**src/rtl/ctrl_pkg.sv**
```systemverilog
// Shared control encodings for the RV32I multi-cycle core: FSM states, opcodes,
// instruction classes and the extOp/pcSel/wbSel codes seen by the datapath.
package ctrl_pkg;

  typedef enum logic [2:0] {
    ST_RESET  = 3'd0,
    ST_FETCH  = 3'd1,
    ST_DECODE = 3'd2,
    ST_EXEC   = 3'd3,
    ST_MEM    = 3'd4,
    ST_WB     = 3'd5,
    ST_TRAP   = 3'd6
  } state_e;

  typedef enum logic [2:0] {
    CL_ALU     = 3'd0,
    CL_JAL     = 3'd1,
    CL_JALR    = 3'd2,
    CL_BRANCH  = 3'd3,
    CL_LOAD    = 3'd4,
    CL_STORE   = 3'd5,
    CL_ILLEGAL = 3'd6
  } iclass_e;

  localparam logic [6:0] OPC_LUI    = 7'b0110111;
  localparam logic [6:0] OPC_AUIPC  = 7'b0010111;
  localparam logic [6:0] OPC_JAL    = 7'b1101111;
  localparam logic [6:0] OPC_JALR   = 7'b1100111;
  localparam logic [6:0] OPC_BRANCH = 7'b1100011;
  localparam logic [6:0] OPC_LOAD   = 7'b0000011;
  localparam logic [6:0] OPC_STORE  = 7'b0100011;
  localparam logic [6:0] OPC_OPIMM  = 7'b0010011;
  localparam logic [6:0] OPC_OP     = 7'b0110011;

  localparam logic [2:0] EXT_I = 3'd0;
  localparam logic [2:0] EXT_U = 3'd1;
  localparam logic [2:0] EXT_S = 3'd2;
  localparam logic [2:0] EXT_B = 3'd3;
  localparam logic [2:0] EXT_J = 3'd4;

  localparam logic [1:0] PC_PLUS4  = 2'd0;
  localparam logic [1:0] PC_IMM    = 2'd1;
  localparam logic [1:0] PC_RS1IMM = 2'd2;

  localparam logic [1:0] WB_ALU  = 2'd0;
  localparam logic [1:0] WB_LOAD = 2'd1;
  localparam logic [1:0] WB_PC4  = 2'd2;

  localparam logic [31:0] NOP_INSTR = 32'h0000_0013;

endpackage

```
**src/rtl/multicycle_ctrl_if.sv**
```systemverilog
// Controller-to-datapath/memory bundle: fetch and data handshakes plus the
// per-state enables. master = controller side, slave = datapath/memory side.
interface multicycle_ctrl_if;
  logic        imemReq;
  logic        imemValid;
  logic [31:0] imemData;
  logic [31:0] instr;
  logic [2:0]  extOp;
  logic        aluEn;
  logic        branchTaken;
  logic [1:0]  pcSel;
  logic        pcWe;
  logic        dmemReq;
  logic        dmemWe;
  logic        dmemValid;
  logic        regWe;
  logic [1:0]  wbSel;
  logic        halt;

  modport master (
    output imemReq, instr, extOp, aluEn, pcSel, pcWe,
           dmemReq, dmemWe, regWe, wbSel, halt,
    input  imemValid, imemData, branchTaken, dmemValid
  );

  modport slave (
    input  imemReq, instr, extOp, aluEn, pcSel, pcWe,
           dmemReq, dmemWe, regWe, wbSel, halt,
    output imemValid, imemData, branchTaken, dmemValid
  );
endinterface

```
**src/rtl/opcode_decoder.sv**
```systemverilog
// Combinational RV32I opcode classifier: immediate select, instruction class
// and illegal-opcode flag.
module opcode_decoder
  import ctrl_pkg::*;
(
  input  logic [6:0] i_opcode,
  output logic [2:0] o_extOp,
  output iclass_e    o_class,
  output logic       o_illegal
);

  always_comb begin
    o_extOp = EXT_I;
    o_class = CL_ILLEGAL;
    case (i_opcode)
      OPC_LUI, OPC_AUIPC: begin o_extOp = EXT_U; o_class = CL_ALU;    end
      OPC_JAL:            begin o_extOp = EXT_J; o_class = CL_JAL;    end
      OPC_JALR:           begin o_extOp = EXT_I; o_class = CL_JALR;   end
      OPC_BRANCH:         begin o_extOp = EXT_B; o_class = CL_BRANCH; end
      OPC_LOAD:           begin o_extOp = EXT_I; o_class = CL_LOAD;   end
      OPC_STORE:          begin o_extOp = EXT_S; o_class = CL_STORE;  end
      OPC_OPIMM, OPC_OP:  begin o_extOp = EXT_I; o_class = CL_ALU;    end
      default: ;
    endcase
    o_illegal = (o_class == CL_ILLEGAL);
  end

endmodule

```
**src/rtl/multicycle_ctrl.sv**
```systemverilog
// Multi-cycle RV32I control sequencer (RESET/FETCH/DECODE/EXEC/MEM/WB/TRAP).
// Define MULTICYCLE_PERF_EN to add the cycleCnt/retireCnt performance counters.
module multicycle_ctrl
  import ctrl_pkg::*;
#(
  parameter int unsigned CNT_W         = 32,
  parameter int unsigned RESET_PC_HOLD = 1
) (
  input  logic                clk,
  input  logic                rst_n,
  multicycle_ctrl_if.master   bus
`ifdef MULTICYCLE_PERF_EN
  ,
  output logic [CNT_W-1:0]    cycleCnt,
  output logic [CNT_W-1:0]    retireCnt
`endif
);

  if (RESET_PC_HOLD < 1 || RESET_PC_HOLD > 15 || CNT_W < 1) begin : g_bad_param
    $error("multicycle_ctrl: RESET_PC_HOLD must be 1..15 and CNT_W >= 1");
  end

  localparam logic [3:0] HOLD_LAST = 4'(RESET_PC_HOLD - 1);

  state_e      r_state;
  state_e      w_next;
  logic [31:0] r_instr;
  logic [2:0]  r_extOp;
  logic [3:0]  r_holdCnt;

  logic [2:0]  w_extOp;
  iclass_e     w_class;
  logic        w_illegal;

  logic        w_imemReq, w_aluEn, w_pcWe, w_dmemReq, w_dmemWe, w_regWe, w_halt;
  logic [1:0]  w_pcSel, w_wbSel;

  opcode_decoder u_dec (
    .i_opcode  (r_instr[6:0]),
    .o_extOp   (w_extOp),
    .o_class   (w_class),
    .o_illegal (w_illegal)
  );

  always_ff @(posedge clk or negedge rst_n) begin
    if (!rst_n) begin
      r_state   <= ST_RESET;
      r_instr   <= NOP_INSTR;
      r_extOp   <= EXT_I;
      r_holdCnt <= '0;
    end else begin
      r_state <= w_next;
      if (r_state == ST_RESET && r_holdCnt != HOLD_LAST)
        r_holdCnt <= r_holdCnt + 4'd1;
      if (r_state == ST_FETCH && bus.imemValid)
        r_instr <= bus.imemData;
      if (r_state == ST_DECODE)
        r_extOp <= w_extOp;
    end
  end

  // Stores retire through WB with regWe suppressed, keeping pcWe a Moore strobe.
  always_comb begin
    w_next    = r_state;
    w_imemReq = 1'b0;
    w_aluEn   = 1'b0;
    w_pcWe    = 1'b0;
    w_pcSel   = PC_PLUS4;
    w_dmemReq = 1'b0;
    w_dmemWe  = 1'b0;
    w_regWe   = 1'b0;
    w_wbSel   = WB_ALU;
    w_halt    = 1'b0;
    case (r_state)
      ST_RESET: if (r_holdCnt == HOLD_LAST) w_next = ST_FETCH;
      ST_FETCH: begin
        w_imemReq = 1'b1;
        if (bus.imemValid) w_next = ST_DECODE;
      end
      ST_DECODE: w_next = w_illegal ? ST_TRAP : ST_EXEC;
      ST_EXEC: begin
        w_aluEn = 1'b1;
        case (w_class)
          CL_LOAD, CL_STORE: w_next = ST_MEM;
          CL_BRANCH: begin
            w_pcWe  = 1'b1;
            w_pcSel = bus.branchTaken ? PC_IMM : PC_PLUS4;
            w_next  = ST_FETCH;
          end
          default: w_next = ST_WB;
        endcase
      end
      ST_MEM: begin
        w_dmemReq = 1'b1;
        w_dmemWe  = (w_class == CL_STORE);
        if (bus.dmemValid) w_next = ST_WB;
      end
      ST_WB: begin
        w_regWe = (w_class != CL_STORE) && (r_instr[11:7] != 5'd0);
        w_pcWe  = 1'b1;
        case (w_class)
          CL_LOAD: w_wbSel = WB_LOAD;
          CL_JAL:  begin w_wbSel = WB_PC4; w_pcSel = PC_IMM;    end
          CL_JALR: begin w_wbSel = WB_PC4; w_pcSel = PC_RS1IMM; end
          default: ;
        endcase
        w_next = ST_FETCH;
      end
      ST_TRAP: w_halt = 1'b1;
      default: w_next = ST_RESET;
    endcase
  end

  assign bus.imemReq = w_imemReq;
  assign bus.instr   = r_instr;
  assign bus.extOp   = r_extOp;
  assign bus.aluEn   = w_aluEn;
  assign bus.pcSel   = w_pcSel;
  assign bus.pcWe    = w_pcWe;
  assign bus.dmemReq = w_dmemReq;
  assign bus.dmemWe  = w_dmemWe;
  assign bus.regWe   = w_regWe;
  assign bus.wbSel   = w_wbSel;
  assign bus.halt    = w_halt;

`ifdef MULTICYCLE_PERF_EN
  logic [CNT_W-1:0] r_cycleCnt, r_retireCnt;

  always_ff @(posedge clk or negedge rst_n) begin
    if (!rst_n) begin
      r_cycleCnt  <= '0;
      r_retireCnt <= '0;
    end else begin
      if (r_state != ST_RESET && r_state != ST_TRAP)
        r_cycleCnt <= r_cycleCnt + CNT_W'(1);
      if (w_pcWe)
        r_retireCnt <= r_retireCnt + CNT_W'(1);
    end
  end

  assign cycleCnt  = r_cycleCnt;
  assign retireCnt = r_retireCnt;
`endif

endmodule

```
**src/flat_wrapper.sv**
```systemverilog
// flat-port wrapper written by rule: the top's interface ports become plain ports
module multicycle_ctrl_flat import ctrl_pkg::*;
#(
  parameter int unsigned CNT_W         = 32,
  parameter int unsigned RESET_PC_HOLD = 1
)
  (clk, rst_n, bus_imemReq, bus_instr, bus_extOp, bus_aluEn, bus_pcSel, bus_pcWe, bus_dmemReq, bus_dmemWe, bus_regWe, bus_wbSel, bus_halt, bus_imemValid, bus_imemData, bus_branchTaken, bus_dmemValid);
  multicycle_ctrl_if bus_i ();
  input  logic clk;
  input  logic rst_n;
  output wire logic [$bits(bus_i.imemReq)-1:0] bus_imemReq;
  output wire logic [$bits(bus_i.instr)-1:0] bus_instr;
  output wire logic [$bits(bus_i.extOp)-1:0] bus_extOp;
  output wire logic [$bits(bus_i.aluEn)-1:0] bus_aluEn;
  output wire logic [$bits(bus_i.pcSel)-1:0] bus_pcSel;
  output wire logic [$bits(bus_i.pcWe)-1:0] bus_pcWe;
  output wire logic [$bits(bus_i.dmemReq)-1:0] bus_dmemReq;
  output wire logic [$bits(bus_i.dmemWe)-1:0] bus_dmemWe;
  output wire logic [$bits(bus_i.regWe)-1:0] bus_regWe;
  output wire logic [$bits(bus_i.wbSel)-1:0] bus_wbSel;
  output wire logic [$bits(bus_i.halt)-1:0] bus_halt;
  input wire logic [$bits(bus_i.imemValid)-1:0] bus_imemValid;
  input wire logic [$bits(bus_i.imemData)-1:0] bus_imemData;
  input wire logic [$bits(bus_i.branchTaken)-1:0] bus_branchTaken;
  input wire logic [$bits(bus_i.dmemValid)-1:0] bus_dmemValid;
  assign bus_imemReq = bus_i.imemReq;
  assign bus_instr = bus_i.instr;
  assign bus_extOp = bus_i.extOp;
  assign bus_aluEn = bus_i.aluEn;
  assign bus_pcSel = bus_i.pcSel;
  assign bus_pcWe = bus_i.pcWe;
  assign bus_dmemReq = bus_i.dmemReq;
  assign bus_dmemWe = bus_i.dmemWe;
  assign bus_regWe = bus_i.regWe;
  assign bus_wbSel = bus_i.wbSel;
  assign bus_halt = bus_i.halt;
  assign bus_i.imemValid = bus_imemValid;
  assign bus_i.imemData = bus_imemData;
  assign bus_i.branchTaken = bus_branchTaken;
  assign bus_i.dmemValid = bus_dmemValid;
  multicycle_ctrl #(.CNT_W(CNT_W), .RESET_PC_HOLD(RESET_PC_HOLD)) u_core (.clk(clk), .rst_n(rst_n), .bus(bus_i));
endmodule
```
**config.mk**
```make
export PLATFORM = sky130hd
export DESIGN_NAME = multicycle_ctrl_flat
export DESIGN_NICKNAME = d
export VERILOG_FILES = /design/src/rtl/ctrl_pkg.sv /design/src/rtl/multicycle_ctrl_if.sv /design/src/rtl/opcode_decoder.sv /design/src/rtl/multicycle_ctrl.sv /design/src/flat_wrapper.sv
export SDC_FILE = /design/constraint.sdc
export NUM_CORES = 1
export LEC_CHECK = 0
export BUFFER_PORTS_ARGS = -buffer_cell sky130_fd_sc_hd__buf_4
export CORE_AREA = 2 2 87 89
export CTS_BUF_LIST = sky130_fd_sc_hd__clkbuf_4
export DETAILED_ROUTE_END_ITERATION = 8
export DIE_AREA = 0 0 89 91
export GPL_TIMING_DRIVEN = 0
export PLACE_DENSITY = 0.65
export SLEW_MARGIN = 20
export SYNTH_ARGS = -nofsm -noshare
export SYNTH_HDL_FRONTEND = slang
export SYNTH_SLANG_ARGS = --single-unit
```
**constraint.sdc**
```tcl
create_clock -name clk -period 2.3 [get_ports clk]
set_clock_uncertainty 0.2 [all_clocks]
set_input_delay 0.345 -clock clk [delete_from_list [all_inputs] [get_ports clk]]
set_output_delay 0.345 -clock clk [all_outputs]
set_load 0.01 [all_outputs]
```
-- Word-level counts from Yosys, hierarchy flattened
Index checks and enable logic that the tools add are counted.
- input bits: 37
- output and inout bits: 46
- logic and storage cells: 65
- bits in registers: 42
- reduce and logical (&&, ||, !) cells: 12
- mux-type cells: 22
- bitwise gates (word level): 1
- equality and inequality tests: 25
- add/subtract/negate cells: 1
- operator list (cell ; count):
    $eq A7 B6 Y1 const B ; 3
    $eq A7 B7 Y1 const B ; 3
    $pmux W3 S7 ; 1
    $eq A3 B3 Y1 const B ; 6
    $pmux W3 S6 ; 1
    $eq A7 B5 Y1 const B ; 2
    $eq A3 B2 Y1 const B ; 4
    $mux W3 ; 4
    $pmux W2 S2 ; 3
    $pmux W3 S4 ; 1
    $mux W1 ; 8
    $eq A7 B2 Y1 const B ; 1
    $eq A3 B1 Y1 const B ; 2
    $ne A2 B2 Y1 const B ; 3
    $pmux W3 S2 ; 1
    $reduce_or A2 Y1 ; 3
    $reduce_bool A5 Y1 ; 1
    $add A4 B1 Y4 const B ; 1
    $logic_not A4 Y1 ; 1
    $mux W2 ; 2
    $reduce_and A4 Y1 ; 1
    $reduce_bool A4 Y1 ; 1
    $reduce_or A4 Y1 ; 1
    $logic_and A1 B1 Y1 ; 3
    4 further kinds ; 4

-- Depth between registers and ports, before layout
Gate-level depths: netlist of the first run.
- depth in word-level cells: 7
- depth in mapped cells: 7
- depth with buffers taken out: 6

-- By module
A second synthesis of the first run with hierarchy kept.
- cell total of the unflattened synthesis: 153
- area total of the unflattened synthesis: 2105.8 µm²
- by module, submodules not included (module ; cells each ; times used ; area each (µm²) ; seq. area each (µm²)):
    multicycle_ctrl ; 131 ; 1 ; 1963.1 ; 1054.8
    opcode_decoder ; 22 ; 1 ; 142.6 ; 0.0

-- Least setup slack after synthesis of the first run
OpenSTA, ideal clock, no wires.
- path type: reg2out
- start point: register u_core.r_instr[4], in the netlist u_core.bus.instr[4]
- end point: output port bus_pcSel[0]
- setup slack: 448 ps
- arrival time: 1307 ps
- stages on the path, launching flop included: 5
- path through: dfstp_2 -> and3b_1 -> a21oi_1 -> o211ai_1 -> a21boi_0
- word-level cells in the longest chain between the ends: 6
- RTL lines (element ; line ; source):
    start, declared ; multicycle_ctrl.sv:27 ; logic [31:0] r_instr;
    start signal, assigned ; multicycle_ctrl.sv:56 ; r_instr <= bus.imemData;
    $eq A7 B5 Y1 / $eq A7 B6 Y1 (equally long branches) ; opcode_decoder.sv:15 ; case (i_opcode)
    $reduce_or A4 Y1 (no line) ; - ;
    $pmux W3 S6 * ; opcode_decoder.sv:15 ;
    $eq A3 B2 Y1 (tied with other cells) ; multicycle_ctrl.sv:101 ; case (w_class)
    $pmux W2 S2 / $mux W2 (equally long branches) ; multicycle_ctrl.sv:101, multicycle_ctrl.sv:83 ;
    $pmux W2 S2 * ; multicycle_ctrl.sv:74 ; case (r_state)
    end, declared ; flat_wrapper.sv:15 ; output wire logic [$bits(bus_i.pcSel)-1:0] bus_pcSel;
Every way passes the cells marked *; elsewhere a longest branch is shown, timed or not.

-- Final worst setup path of the first run
- start point: register u_core.r_instr[1], in the netlist u_core.bus.instr[1]
- end point: output port bus_pcSel[0]
Same word-level chain as after synthesis.

==> results of run 1 <==
[logic make-up (layout without fill, tap and decap cells)]
| group | after synthesis | count (layout) | share of synthesized area [%] |
|---|---|---|---|
| AOI/OAI and AO/OA | 25 | 25 | 7.46 |
| xor gates and xnor gates | 2 | 2 | 0.843 |
| adders and majority gates | 2 | 2 | 1.20 |
| buffers and inverters | 12 | 131 | 4.99 |
| DFF | 42 | 42 | 50.7 |
| muxes | 33 | 33 | 22.7 |
| and+or+nand+nor | 43 | 43 | 12.0 |
[worst max-delay path, delay by kind of cell, from the launching register on]
family,cells,cell delay [ns]
AO/OA/AOI/OAI,2,0.28
buffers and inverters,1,0.14
flip-flops,1,0.58
AND/OR/NAND/NOR,2,0.39
[power by group through the flow]
stage / combinational, mW / sequential, mW / clock [mW]
after floorplan: 0.995 / 1.47 / 0
after global placement: 1.83 / 1.38 / 0
after detailed placement: 1.85 / 1.39 / 0
after CTS: 1.95 / 1.37 / 0.519
after global routing: 2.12 / 1.43 / 0.553
final: 1.95 / 1.37 / 0.489
[state kept, by name, summed over array words and instances (netlist names)]
register / cells
u_core.bus.extOp: 3
u_core.bus.instr: 32
u_core.r_holdCnt: 4
u_core.r_state: 3
[how the worst max path moves through the flow]
stage                   end  depth (start not counted)  slack, ns                       startpoint
3_5_place_dp     bus_dmemWe                          5       0.33  u_core.bus.instr[0]$_DFFE_PN1P_
4_1_cts        bus_wbSel[1]                          5      -0.02  u_core.bus.instr[3]$_DFFE_PN0P_
3_3_place_gp     bus_dmemWe                          5       0.35  u_core.bus.instr[0]$_DFFE_PN1P_
6_report       bus_pcSel[0]                          5       0.02  u_core.bus.instr[1]$_DFFE_PN1P_
2_1_floorplan  bus_pcSel[0]                          4       0.45  u_core.bus.instr[4]$_DFFE_PN1P_
5_1_grt        bus_pcSel[0]                          5      -0.13  u_core.bus.instr[0]$_DFFE_PN1P_
[routing by layer]
metal | wire length, µm | up-vias
met2 | 2370 | 69
met4 | 50 | 0
met5 | 0 | -
met1 | 2180 | 780
met3 | 385 | 5
li1 | - | 795
[cells in the mapped netlist]
cell type	n	area (µm²)
a21boi_0	1	7.51
mux2_2	6	67.6
nand3_1	3	15.0
o21a_1	2	15.0
o21ai_0	6	30.0
nand3b_1	3	22.5
dfstp_2	3	78.8
buf_8	1	15.0
nor3_1	5	25.0
buf_12	2	40.0
or4_1	1	7.51
a21oi_1	8	40.0
o31ai_1	1	7.51
o211ai_1	2	15.0
o22ai_1	1	6.26
mux2_4	27	405
and2_4	1	8.76
a31oi_1	1	6.26
buf_6	2	22.5
nand2_1	9	33.8
and3b_1	1	8.76
nand4_1	1	6.26
ha_1	2	25.0
nor3b_4	1	18.8
nand2b_1	3	18.8
a221o_1	1	10.0
nand4b_1	1	8.76
o221ai_1	2	17.5
nor2b_1	1	6.26
or2_2	1	6.26
nor2_1	5	18.8
and3_1	1	6.26
or2b_1	1	7.51
or2_1	3	18.8
dfrtp_1	39	976
and2_1	2	12.5
xnor2_1	2	17.5
inv_1	7	26.3
[per-stage QoR]
stage	total power, mW	setup TNS (ns)	instances
CTS	3.84	-0.0233	364
floorplan	2.46	0	159
finish	3.82	0	377
global route	4.10	-0.611	377
detailed placement	3.24	0	340
global placement	3.21	0	340
[final cells by class]
type	count	area [µm²]	share of cell area [%]
multi-input cells	105	927	29.1
plain buffers	5	77.6	2.43
repair buffers	111	891	28.0
clock buffers	7	52.6	1.65
inverters	7	26.3	0.824
clock inverters	1	30.0	0.942
well taps	99	124	3.89
flip-flops and latches	42	1060	33.2
[repair_timing]
item                                   in CTS  in global routing
endpoints found under the hold margin      48                 13
setup buffers                               6                  0
hold buffers                               10                 13
pin swaps                                   1                  1
setup endpoints to repair                   5                  7
resized for setup                           2                  5
==> key figures, run 1 <==
Placed design
  • Gp weighted congestion: 0.823
  • Cell Area, Placed: 2820 µm²
  • Placed wire-length estimate: 3480 µm
  • I/O Buffers: 82
  • Setup WS pre-CTS: 0.332 ns

Yosys
  • Syn Nets: 198
  • Sequential share of the synthesized area: 50.7%
  • Mapped Cells: 159
  • Synth warn: 0
  • Synth Cell Area: 2080 µm²
  • Distinct cells, synth: 38
  • Yosys reg bits: 42
  • Mean Syn Cell Area: 13.1 µm²

Global routing
  • Initial antenna violation count: 0
  • Vias in the first global route: 1632
  • Met1 Usage GRT: 16.1%
  • Total track usage: 12.3%
  • M2 GR Usage: 19.7%
  • Gr ovfl total: 0
  • Largest net degree at the start of global routing: 43
  • Most used routing layer: met2
  • GR Util met3: 4.09%
  • First-pass GRT wire length: 7870 µm

Pwr
  • NetSw: 1.27 mW
  • Flop pwr share: 36.0%
  • Maximum vdd drop: 0.456 mV
  • Sw Ratio: 33.2%
  • Gate power share: 51.2%
  • Power share of the clock group: 12.8%
  • Pwr dens: 1200 nW/µm²
  • Leakage: 1.50 nW
  • Int Power: 2.55 mW

Route
  • First-pass DRT Iterations: 5
  • Iteration-0 DRC Markers: 52
  • DRC violations left: 0
  • Via count: 1649
  • Via density: 4.37
  • Wire per inst: 13.2 µm
  • Routed WL: 4980 µm
  • DRT antenna net count: 0

Finish
  • Fill cells: 688
  • Post-layout instance area: 3190 µm²
  • Layout cells sized above 1: 52.2%
  • Fin util: 44.7%
  • Nets: 316
  • Most frequent cells in the layout: buf_4, dfrtp_1, mux2_4, dlygate4sd3_1, nand2_1
  • Ant diodes: 0
  • Most common cell after layout, fill and taps aside: buf_4
  • Area growth syn-to-layout: 53.2%

STA
  • Fin worst setup slack: 0.0164 ns
  • Max Slew Vio Count: 0
  • Final Setup Violations: 0
  • RSZ-0062 raised after global routing: true
  • Relative slew margins: 63.9%
  • Final Critical Period: 2.28 ns
  • Fin crit share: 99.3%
  • Fin Hold WS: 0.0297 ns
  • Final hold violation count: 0
  • Tightest Pin Transition: 0.541 ns
  • Max Freq: 0.438 GHz

Die
  • Die Wd: 89 µm
  • Die height: 91 µm
  • IO Count: 83
  • Initial Utilization: 29.1%
  • Standard-cell rows: 31
  • Core ar.: 7140 µm²
  • DIE AREA: 8100 µm²

CTS
  • CTS Sinks: 42
  • Clk_lat worst skew: 0.34 ns
  • CTS root buf: clkbuf_4
  • Clk pin slew, worst setup/hold paths: 0.12 ns
  • Clock buffer depth: 2
  • CTS tree: yes
  • H-tree levels: 2
  • Inserted Clock Buffers: 5

Hold path
  • Worst Hold Depth: 2
  • Worst hold start: bus_imemData[22]
  • HP Class: input pin to register
  • WHS Endpoint: u_core.bus.instr[22]$_DFFE_PN0P_

Critical path
  • Crit path largest cell delay: 0.58 ns
  • Crit-path slowest cell: dfstp_2
  • Reg2reg path depth: 5
  • Crit path cell chain: nand4b_1 > nor2_1 > o211ai_1 > a21boi_1 > buf_4
  • Setup crit end kind: primary output
  • Critical Path Start Type: register
  • Endpoint arrival time on the critical path: 1.74 ns
  • Critical R2R Launch: u_core.bus.instr[1]$_DFFE_PN1P_
  • Worst path required time: 1.75 ns
  • Critical R2R Capture: u_core.r_state[2]$_DFFE_PN0P_
  • Setup CP Type: register to primary output
  • Worst-path fanout max: 4
  • R2R Setup Slk: 0.39 ns

Job
  • Max Cap Viol: 0

Run status
  • Status: completed
Power figures use the tool's default switching activity.
==> run 2, diff against run 1 <==
--- a/config.mk
+++ b/config.mk
@@ -12,6 +12,7 @@
 export DIE_AREA = 0 0 89 91
 export GPL_TIMING_DRIVEN = 0
 export PLACE_DENSITY = 0.65
+export RECOVER_POWER = 50
 export SLEW_MARGIN = 20
 export SYNTH_ARGS = -nofsm -noshare
 export SYNTH_HDL_FRONTEND = slang
==> run 2 against run 1 <==
Compared with the run above: sequential power about the same; critical path depth unchanged; power fell by 3.3%; critical endpoint unchanged; largest cell class unchanged.
==> key figures, run 2 (synthesis gave the netlist of run 1 again) <==
CTS
  • H-tree levels: 2
  • Inserted Clock Buffers: 5
  • CTS tree: yes
  • Clk pin slew, worst setup/hold paths: 0.12 ns
  • Clk_lat worst skew: 0.34 ns
  • CTS Sinks: 42
  • Clock buffer depth: 2
  • CTS root buf: clkbuf_4

Pwr
  • Pwr dens: 1190 nW/µm²
  • Overall power: 3.69 mW
  • Leakage: 1.43 nW
  • Maximum vdd drop: 0.428 mV

STA
  • Final TNS setup: 0 ns
  • Max Slew Vio Count: 0
  • RSZ-0062 raised after global routing: true
  • Final Setup Violations: 0
  • Final hold violation count: 0
  • Max Freq: 0.437 GHz
  • Final Critical Period: 2.29 ns
  • Fin crit share: 99.5%
  • Relative slew margins: 29.9%
  • Tightest Pin Transition: 1.05 ns

Placed design
  • Placed wire-length estimate: 3480 µm
  • Gp weighted congestion: 0.823
  • I/O Buffers: 82
  • Placed Cells: 340

Route
  • Via density: 4.37
  • Wire per inst: 13.2 µm
  • Via count: 1649
  • Routed WL: 4970 µm
  • Iteration-0 DRC Markers: 47
  • DRC violations left: 0
  • First-pass DRT Iterations: 4
  • DRT antenna net count: 0

Hold path
  • HP Class: input pin to register

Critical path
  • Setup crit end kind: primary output
  • Worst path required time: 1.75 ns
  • Setup CP Type: register to primary output
  • Worst-path fanout max: 4
  • Critical Path Start Type: register
  • Endpoint arrival time on the critical path: 1.74 ns

Run status
  • Status: completed

Global routing
  • First-pass GRT wire length: 7870 µm
  • Vias in the first global route: 1632
  • Gr ovfl total: 0
  • Largest net degree at the start of global routing: 43
  • Initial antenna violation count: 0
  • Total track usage: 12.3%

Finish
  • Non-Filler Instances: 377
  • Layout cells sized above 1: 45.3%
  • Fill cells: 709
  • Nets: 316
  • Most frequent cells in the layout: buf_4, dfrtp_1, mux2_4, dlygate4sd3_1, clkbuf_1
  • Max reg flops: 32
  • Area growth syn-to-layout: 49.7%
  • Ant diodes: 0
  • Fin util: 43.6%
  • Most common cell after layout, fill and taps aside: buf_4

Die
  • Die Wd: 89 µm
  • Initial Utilization: 29.1%
  • Standard-cell rows: 31
  • IO Count: 83
  • DIE AREA: 8100 µm²
  • Die height: 91 µm
  • Core ar.: 7140 µm²

Job
  • Max Cap Viol: 0
[run 2: cell count changes in the layout (fill, tap and decap cells not counted)]
cell      previous run  this run
buf_4               88        68
clkbuf_1             0        19
clkbuf_2             0         1
[run 2: worst paths after layout]
path | end | cells after the start | slack, ns | from
setup / recovery | bus_pcSel[0] | 5 | 0.01 | u_core.bus.instr[1]$_DFFE_PN1P_
hold / removal | u_core.bus.instr[22]$_DFFE_PN0P_ | 2 | 0.03 | bus_imemData[22]
setup reg to reg | u_core.r_state[2]$_DFFE_PN0P_ | 5 | 0.39 | u_core.bus.instr[1]$_DFFE_PN1P_
hold reg to reg | u_core.bus.extOp[1]$_DFFE_PN0P_ | 2 | 0.29 | u_core.bus.extOp[1]$_DFFE_PN0P_
max in group asynchronous | u_core.r_state[1]$_DFFE_PN0P_ | 2 | 0.69 | rst_n
min in group asynchronous | u_core.bus.instr[5]$_DFFE_PN0P_ | 2 | 0.51 | rst_n
[run 2: layout make-up]
class	count	area (µm²)	area share, %
Clock buffer	7	52.6	1.69
Multi-Input combinational cell	105	927	29.8
Tap cell	99	124	3.98
Timing Repair Buffer	111	817	26.2
Buffer	5	77.6	2.49
Sequential cell	42	1060	34.0
Inverter	7	26.3	0.844
Clock inverter	1	30.0	0.965
[run 2: layer usage]
| metal | global-route usage (%) | part of all wire, % |
|---|---|---|
| met5 | 0 | 0 |
| met4 | 2.99 | 1.0 |
| met3 | 4.09 | 7.6 |
| met2 | 19.7 | 48 |
| met1 | 16.1 | 44 |
[run 2: critical path, cell delays in order (launching register included)]
cell and delay, ns:
dfstp_2 0.58, nand4b_1 0.18, nor2_1 0.22, o211ai_1 0.13, a21boi_1 0.15, buf_4 0.14
[run 2: power by group]
group | internal (mW) | switching (mW)
combinational | 1.09 | 0.744
sequential | 1.09 | 0.283
clock | 0.254 | 0.234
total | 2.43 | 1.26
[run 2: repair_timing]
item / CTS / global route
endpoints found under the setup margin: 5 / 7
buffers inserted: 6 / 0
endpoints found under the hold margin: 48 / 13
pin swaps: 1 / 1
gates resized for setup: 2 / 5
hold buffers: 10 / 13
[run 2: metrics by stage]
step	setup slack, ns	hold slack (ns)	cell area, µm²
after floorplan	0.448	-0.151	2080
after global placement	0.352	0.174	2820
after detailed placement	0.332	0.176	2820
after CTS	-0.0233	0.000107	3050
after global routing	-0.130	0.00215	3110
final	0.0106	0.0300	3110
